==> src/rtl/mc_ctrl_pkg.sv <==
// Shared encodings and the per-state control decode for the multi-cycle MIPS controller.
package mc_ctrl_pkg;

  localparam logic [5:0] OP_RTYPE = 6'b000000;
  localparam logic [5:0] OP_SUBI  = 6'b001001;
  localparam logic [5:0] OP_SW    = 6'b101011;
  localparam logic [5:0] OP_BEQ   = 6'b000100;

  typedef enum logic [3:0] {
    S_FETCH_IDLE, S_FETCH, S_DECODE, S_EXEC_R, S_WB_R, S_EXEC_I,
    S_WB_I, S_MEM_ADDR, S_MEM_WR, S_BRANCH, S_TRAP
  } state_e;

  typedef enum logic [1:0] {ALU_ADD = 2'b00, ALU_CMP = 2'b01, ALU_FUNCT = 2'b10, ALU_SUB = 2'b11} aluop_e;
  typedef enum logic [1:0] {SRCB_RT = 2'b00, SRCB_FOUR = 2'b01, SRCB_IMM = 2'b10, SRCB_IMM_SH2 = 2'b11} srcb_e;
  typedef enum logic [1:0] {PCS_ALU = 2'b00, PCS_ALUOUT = 2'b01} pcsrc_e;

  typedef struct packed {
    logic   mem_req;
    logic   mem_read;
    logic   mem_write;
    logic   iord;
    logic   pc_write_cond;
    pcsrc_e pc_source;
    logic   alu_src_a;
    srcb_e  alu_src_b;
    aluop_e alu_op;
    logic   reg_dst;
    logic   reg_write;
    logic   done;
  } ctrl_t;

  // Pure Moore decode; the mem_ready-qualified strobes are added in the top.
  function automatic ctrl_t decode(input state_e s);
    ctrl_t c;
    c = '0;
    case (s)
      S_FETCH: begin
        c.mem_req = 1'b1; c.mem_read = 1'b1; c.alu_src_b = SRCB_FOUR;
      end
      S_DECODE:   c.alu_src_b = SRCB_IMM_SH2;
      S_EXEC_R: begin
        c.alu_src_a = 1'b1; c.alu_src_b = SRCB_RT; c.alu_op = ALU_FUNCT;
      end
      S_WB_R: begin
        c.reg_dst = 1'b1; c.reg_write = 1'b1; c.done = 1'b1;
      end
      S_EXEC_I: begin
        c.alu_src_a = 1'b1; c.alu_src_b = SRCB_IMM; c.alu_op = ALU_SUB;
      end
      S_WB_I: begin
        c.reg_write = 1'b1; c.done = 1'b1;
      end
      S_MEM_ADDR: begin
        c.alu_src_a = 1'b1; c.alu_src_b = SRCB_IMM;
      end
      S_MEM_WR: begin
        c.mem_req = 1'b1; c.mem_write = 1'b1; c.iord = 1'b1;
      end
      S_BRANCH: begin
        c.alu_src_a = 1'b1; c.alu_src_b = SRCB_RT; c.alu_op = ALU_CMP;
        c.pc_write_cond = 1'b1; c.pc_source = PCS_ALUOUT; c.done = 1'b1;
      end
      default: ;
    endcase
    return c;
  endfunction

endpackage

==> src/rtl/mem_wait_timer.sv <==
// Counts cycles an outstanding memory request goes unanswered and flags the timeout.
module mem_wait_timer #(
  parameter int TMO_W       = 8,
  parameter int MEM_TIMEOUT = 200
) (
  input  logic clk,
  input  logic rst_n,
  input  logic mem_req_i,
  input  logic mem_ready_i,
  output logic timeout_o
);

  localparam logic [TMO_W-1:0] CNT_MAX  = '1;
  localparam logic [TMO_W-1:0] TMO_LAST = TMO_W'(MEM_TIMEOUT - 1);

  logic [TMO_W-1:0] cnt_q, cnt_d;
  logic             waiting;

  assign waiting = mem_req_i & ~mem_ready_i;

  always_comb begin
    cnt_d = '0;
    if (waiting) cnt_d = (cnt_q == CNT_MAX) ? cnt_q : cnt_q + TMO_W'(1);
  end

  // Fires on the wait cycle whose edge would bring the count to MEM_TIMEOUT.
  assign timeout_o = (MEM_TIMEOUT != 0) && waiting && (cnt_q == TMO_LAST);

  always_ff @(posedge clk or negedge rst_n) begin
    if (!rst_n) cnt_q <= '0;
    else        cnt_q <= cnt_d;
  end

endmodule

==> src/rtl/multicycle_ctrl.sv <==
// Multi-cycle MIPS sequencing FSM (OR, SUBI, SW, BEQ) over a shared memory port.
module multicycle_ctrl
  import mc_ctrl_pkg::*;
#(
  parameter int TMO_W       = 8,
  parameter int MEM_TIMEOUT = 200
) (
  input  logic       clk,
  input  logic       rst_n,
  input  logic [5:0] opcode,
  input  logic       halt,
  input  logic       mem_ready,
  output logic       mem_req,
  output logic       MemRead,
  output logic       MemWrite,
  output logic       IorD,
  output logic       IRWrite,
  output logic       PCWrite,
  output logic       PCWriteCond,
  output logic [1:0] PCSource,
  output logic       ALUSrcA,
  output logic [1:0] ALUSrcB,
  output logic [1:0] ALUOp,
  output logic       RegDst,
  output logic       RegWrite,
  output logic       MemToReg,
  output logic       instr_done,
  output logic       illegal,
  output logic       bus_err
);

  state_e state_q, state_d;
  ctrl_t  ctrl_q;
  logic   illegal_q, illegal_d, bus_err_q, bus_err_d;
  logic   timeout;

  always_comb begin
    state_d   = state_q;
    illegal_d = illegal_q;
    bus_err_d = bus_err_q;
    case (state_q)
      S_FETCH_IDLE: if (!halt) state_d = S_FETCH;
      S_FETCH: begin
        if (mem_ready)    state_d = S_DECODE;
        else if (timeout) begin state_d = S_TRAP; bus_err_d = 1'b1; end
      end
      S_DECODE: begin
        case (opcode)
          OP_RTYPE: state_d = S_EXEC_R;
          OP_SUBI:  state_d = S_EXEC_I;
          OP_SW:    state_d = S_MEM_ADDR;
          OP_BEQ:   state_d = S_BRANCH;
          default:  begin state_d = S_TRAP; illegal_d = 1'b1; end
        endcase
      end
      S_EXEC_R:   state_d = S_WB_R;
      S_EXEC_I:   state_d = S_WB_I;
      S_MEM_ADDR: state_d = S_MEM_WR;
      S_MEM_WR: begin
        if (mem_ready)    state_d = S_FETCH_IDLE;
        else if (timeout) begin state_d = S_TRAP; bus_err_d = 1'b1; end
      end
      S_WB_R, S_WB_I, S_BRANCH: state_d = S_FETCH_IDLE;
      default: ;
    endcase
  end

  // Outputs are registered from the next state, so they track state_q exactly.
  always_ff @(posedge clk or negedge rst_n) begin
    if (!rst_n) begin
      state_q   <= S_FETCH_IDLE;
      ctrl_q    <= '0;
      illegal_q <= 1'b0;
      bus_err_q <= 1'b0;
    end else begin
      state_q   <= state_d;
      ctrl_q    <= decode(state_d);
      illegal_q <= illegal_d;
      bus_err_q <= bus_err_d;
    end
  end

  mem_wait_timer #(.TMO_W(TMO_W), .MEM_TIMEOUT(MEM_TIMEOUT)) u_wait (
    .clk        (clk),
    .rst_n      (rst_n),
    .mem_req_i  (ctrl_q.mem_req),
    .mem_ready_i(mem_ready),
    .timeout_o  (timeout)
  );

  assign mem_req     = ctrl_q.mem_req;
  assign MemRead     = ctrl_q.mem_read;
  assign MemWrite    = ctrl_q.mem_write;
  assign IorD        = ctrl_q.iord;
  assign IRWrite     = (state_q == S_FETCH) && mem_ready;
  assign PCWrite     = (state_q == S_FETCH) && mem_ready;
  assign PCWriteCond = ctrl_q.pc_write_cond;
  assign PCSource    = ctrl_q.pc_source;
  assign ALUSrcA     = ctrl_q.alu_src_a;
  assign ALUSrcB     = ctrl_q.alu_src_b;
  assign ALUOp       = ctrl_q.alu_op;
  assign RegDst      = ctrl_q.reg_dst;
  assign RegWrite    = ctrl_q.reg_write;
  assign MemToReg    = 1'b0;
  assign instr_done  = ctrl_q.done | ((state_q == S_MEM_WR) && mem_ready);
  assign illegal     = illegal_q;
  assign bus_err     = bus_err_q;

endmodule

==> config.mk <==
export PLATFORM = sky130hd
export DESIGN_NAME = multicycle_ctrl
export DESIGN_NICKNAME = d
export VERILOG_FILES = /design/src/rtl/mc_ctrl_pkg.sv /design/src/rtl/mem_wait_timer.sv /design/src/rtl/multicycle_ctrl.sv
export SDC_FILE = /design/constraint.sdc
export NUM_CORES = 1
export LEC_CHECK = 0
export ABC_AREA = 1
export CELL_PAD_IN_SITES_DETAIL_PLACEMENT = 1
export CELL_PAD_IN_SITES_GLOBAL_PLACEMENT = 1
export CORE_ASPECT_RATIO = 1.25
export CORE_MARGIN = 2
export CORE_UTILIZATION = 36
export DETAILED_ROUTE_END_ITERATION = 12
export GPL_ROUTABILITY_DRIVEN = 0
export PLACE_DENSITY = 0.79
export SLEW_MARGIN = 20
export SYNTH_ARGS = -nofsm -noshare
export SYNTH_HDL_FRONTEND = slang
export SYNTH_SLANG_ARGS = --single-unit
==> constraint.sdc <==
create_clock -name clk -period 1.85 [get_ports clk]
set_input_delay 0.185 -clock clk [delete_from_list [all_inputs] [get_ports clk]]
set_output_delay 0.185 -clock clk [all_outputs]
set_load 0.02 [all_outputs]
==> flow_summary_export.csv <==
group,metric,value,unit
timing,hold_viol,0,
power_and_ir_drop,swShare,0.413,
timing,timing.fmax,594,MHz
setup_path,critPathLaunch,"state_q[1]",
place,place_area,0.00172,mm^2
clock_network,hold_buffers,0,
floorplan,start_util,0.373,
routing,antenna_left,0,
final_layout,drive_above_1_share,0.148,
routing,post_drt_wl_per_cell,13.7,um
setup_path,critPathKind,"flop to output pin",
job,max-cap-violations,0,
synthesis,syn_area,0.00141,mm^2
floorplan,core,0.00378,mm^2
timing,timing.hold.ws,280,ps
clock_network,cts_tree,"yes",
floorplan,die_height,74.0,um
global_route,antenna_found_initial,0,
clock_network,insertion_delay,270,ps
timing,setup_violations,0,
setup_path,reg2reg_depth,9,
global_route,grt_remaining_overflow,0,
power_and_ir_drop,power.density,1240,mW/mm^2
timing,rsz0062_at_grt,"no",
power_and_ir_drop,p_int,1.29,mW
floorplan,rows,25,
routing,drt-initial-drc-count,48,
setup_path,endpoint_kind,"output pin",
min_path,holdCritPathClass,"primary input to asynchronous set/reset pin",
routing,drc,0,
setup_path,reg2reg_setup_slack,170,ps
setup_path,rr_endpoint,"ALUOp[0]",
floorplan,dieArea,0.00444,mm^2
run_status,status,"finished, final reports clean",
power_and_ir_drop,pwr-share-clk,0.167,
power_and_ir_drop,p_leak,0.935,nW
timing,fin_crit_sh,0.909,
global_route,grt_pass1_wl,6030,um
final_layout,nNetsFinal,215,
setup_path,cp-start-kind,"flop",
final_layout,final_cell_mix,"nand2_1, dfrtp_1, inv_1, clkdlybuf4s50_1, nor2_1",
place,pre_cts_ws,67.2,ps
final_layout,areaGrowthSynthToFinish,26.0,%
clock_network,tritoncts.num_buffers,3,
final_layout,diodes,0,
timing,setup_tns,0,ps
floorplan,io_pins,30,
final_layout,design_area,0.00178,mm^2
timing,setup_slack,168,ps
clock_network,clkSlewWorstSetupHoldPaths,90,ps
place,dpl.hpwl,2900,um
global_route,grt_use_total,0.179,
clock_network,cts_max_path_buffers,2,
routing,routed_wl,3510,um
power_and_ir_drop,peakVddDrop,0.621,mV
synthesis,yosysSeqAreaShare,0.461,
clock_network,cts_root_buf,"clkbuf_8",
synthesis,avgSynthCellArea,8.06,um^2
routing,via_per_inst,4.86,
timing,fin_crit,1680,ps
timing,skew,1.70,ps
synthesis,synth_seq_cells,26,
clock_network,clkSinkCount,26,
power_and_ir_drop,power.net_switching,0.911,mW
clock_network,postCtsSetupBuffers,0,
global_route,grt_pass1_vias,1370,
global_route,grt_max_degree,27,
power_and_ir_drop,p_seq_frac,0.363,
synthesis,synth_warnings,0,
final_layout,final_util,0.470,
routing,first_pass_iters,4,
setup_path,critPathMaxFanout,7,
place,port_buffers,27,
timing,maxSlewViolCount,0,
clock_network,htreeDepth,1,
synthesis,syn_inst,175,
routing,dr_total_vias,1250,
synthesis,yosys.cell_types.count,25,
setup_path,regToRegStartpoint,"state_q[1]",
power_and_ir_drop,power_frac_comb,0.470,
setup_path,cp_data_required_time,1660,ps
final_layout,layout.cells.most_common,"nand2_1",
setup_path,arrival,1500,ps
floorplan,chipWidth,60.0,um
## layer usage
layer  vias up  GRT usage  share of wire
met1       620      0.189           0.38
li1        606          -              -
met4         0     0.0519          0.018
met3         6     0.0330          0.023
met5         -          0              0
met2        18      0.351           0.58
## metrics by stage
stage | std cells | power, mW
3_5_place_dp | 253 | 1.87
2_1_floorplan | 176 | 1.50
4_1_cts | 257 | 2.22
5_1_grt | 257 | 2.36
3_3_place_gp | 253 | 1.82
6_report | 257 | 2.21
## cell type report
type / count / area (um^2)
Fill cell: 474 / 2010
Sequential cell: 26 / 652
Multi-Input combinational cell: 114 / 589
Inverter: 26 / 103
Tap cell: 54 / 67.6
Timing Repair Buffer: 33 / 312
Clock buffer: 4 / 55.1
## state kept, by name, indices dropped and copies added (netlist names)
register      cells
mem_req           1
illegal           1
state_q           4
PCSource          1
ALUOp             2
IorD              1
ALUSrcB           2
MemRead           1
RegDst            1
RegWrite          1
ctrl_q            1
ALUSrcA           1
u_wait.cnt_q      8
bus_err           1
## cell families (layout without fill, tap and decap cells)
family                     after synthesis  in the layout  share of synthesized area
DFF                                     26             26                      0.461
other                                    1              2                    0.00266
xor gates and xnor gates                 2              2                     0.0124
adders and majority gates                1              1                    0.00886
and+or+nand+nor                         89             89                      0.306
AOI/OAI and AO/OA                       20             20                     0.0833
buffers and inverters                   36             63                      0.126
## worst max-delay path, stage by stage (launching register included)
cell and delay, ps:
dfrtp_1 460, nor2_2 170, nand3_1 110, o21bai_1 140, dlygate4sd2_1 340
## power groups by stage
stage	Combinational (mW)	Clock (mW)	Sequential, mW
after floorplan	0.673	0	0.828
after global placement	1.01	0	0.808
after detailed placement	1.06	0	0.812
after CTS	1.05	0.374	0.802
after global routing	1.15	0.393	0.815
final	1.04	0.368	0.800
## cell usage after synthesis (all sizes together)
library cell / n / area (um^2)
a21oi: 7 / 42.5
o21bai: 1 / 7.51
nor4: 1 / 6.26
xor2: 2 / 17.5
conb: 1 / 3.75
nand4: 5 / 31.3
and3: 1 / 6.26
nand2: 36 / 140
a221oi: 1 / 8.76
clkinv: 1 / 8.76
a31o: 1 / 8.76
nor3: 3 / 15.0
nand3: 19 / 115
buf: 10 / 75.1
dfrtp: 26 / 651
nor2: 24 / 118
ha: 1 / 12.5
inv: 25 / 93.8
o21ai: 10 / 50.1
## how the worst max path moves through the flow
stage	cells after the start	end	slack, ps
after floorplan	4	PCWrite	400
after global placement	4	PCWrite	140
after detailed placement	11	ALUOp[1]	70
after CTS	4	instr_done	170
after global routing	9	ALUOp[0]	20
final	4	instr_done	170
## repair_timing
action                     CTS  global route
pin swaps                    0             0
resized for setup            4             1
setup endpoints to repair    3             1
Note: power is estimated with default switching activity, not from simulation.
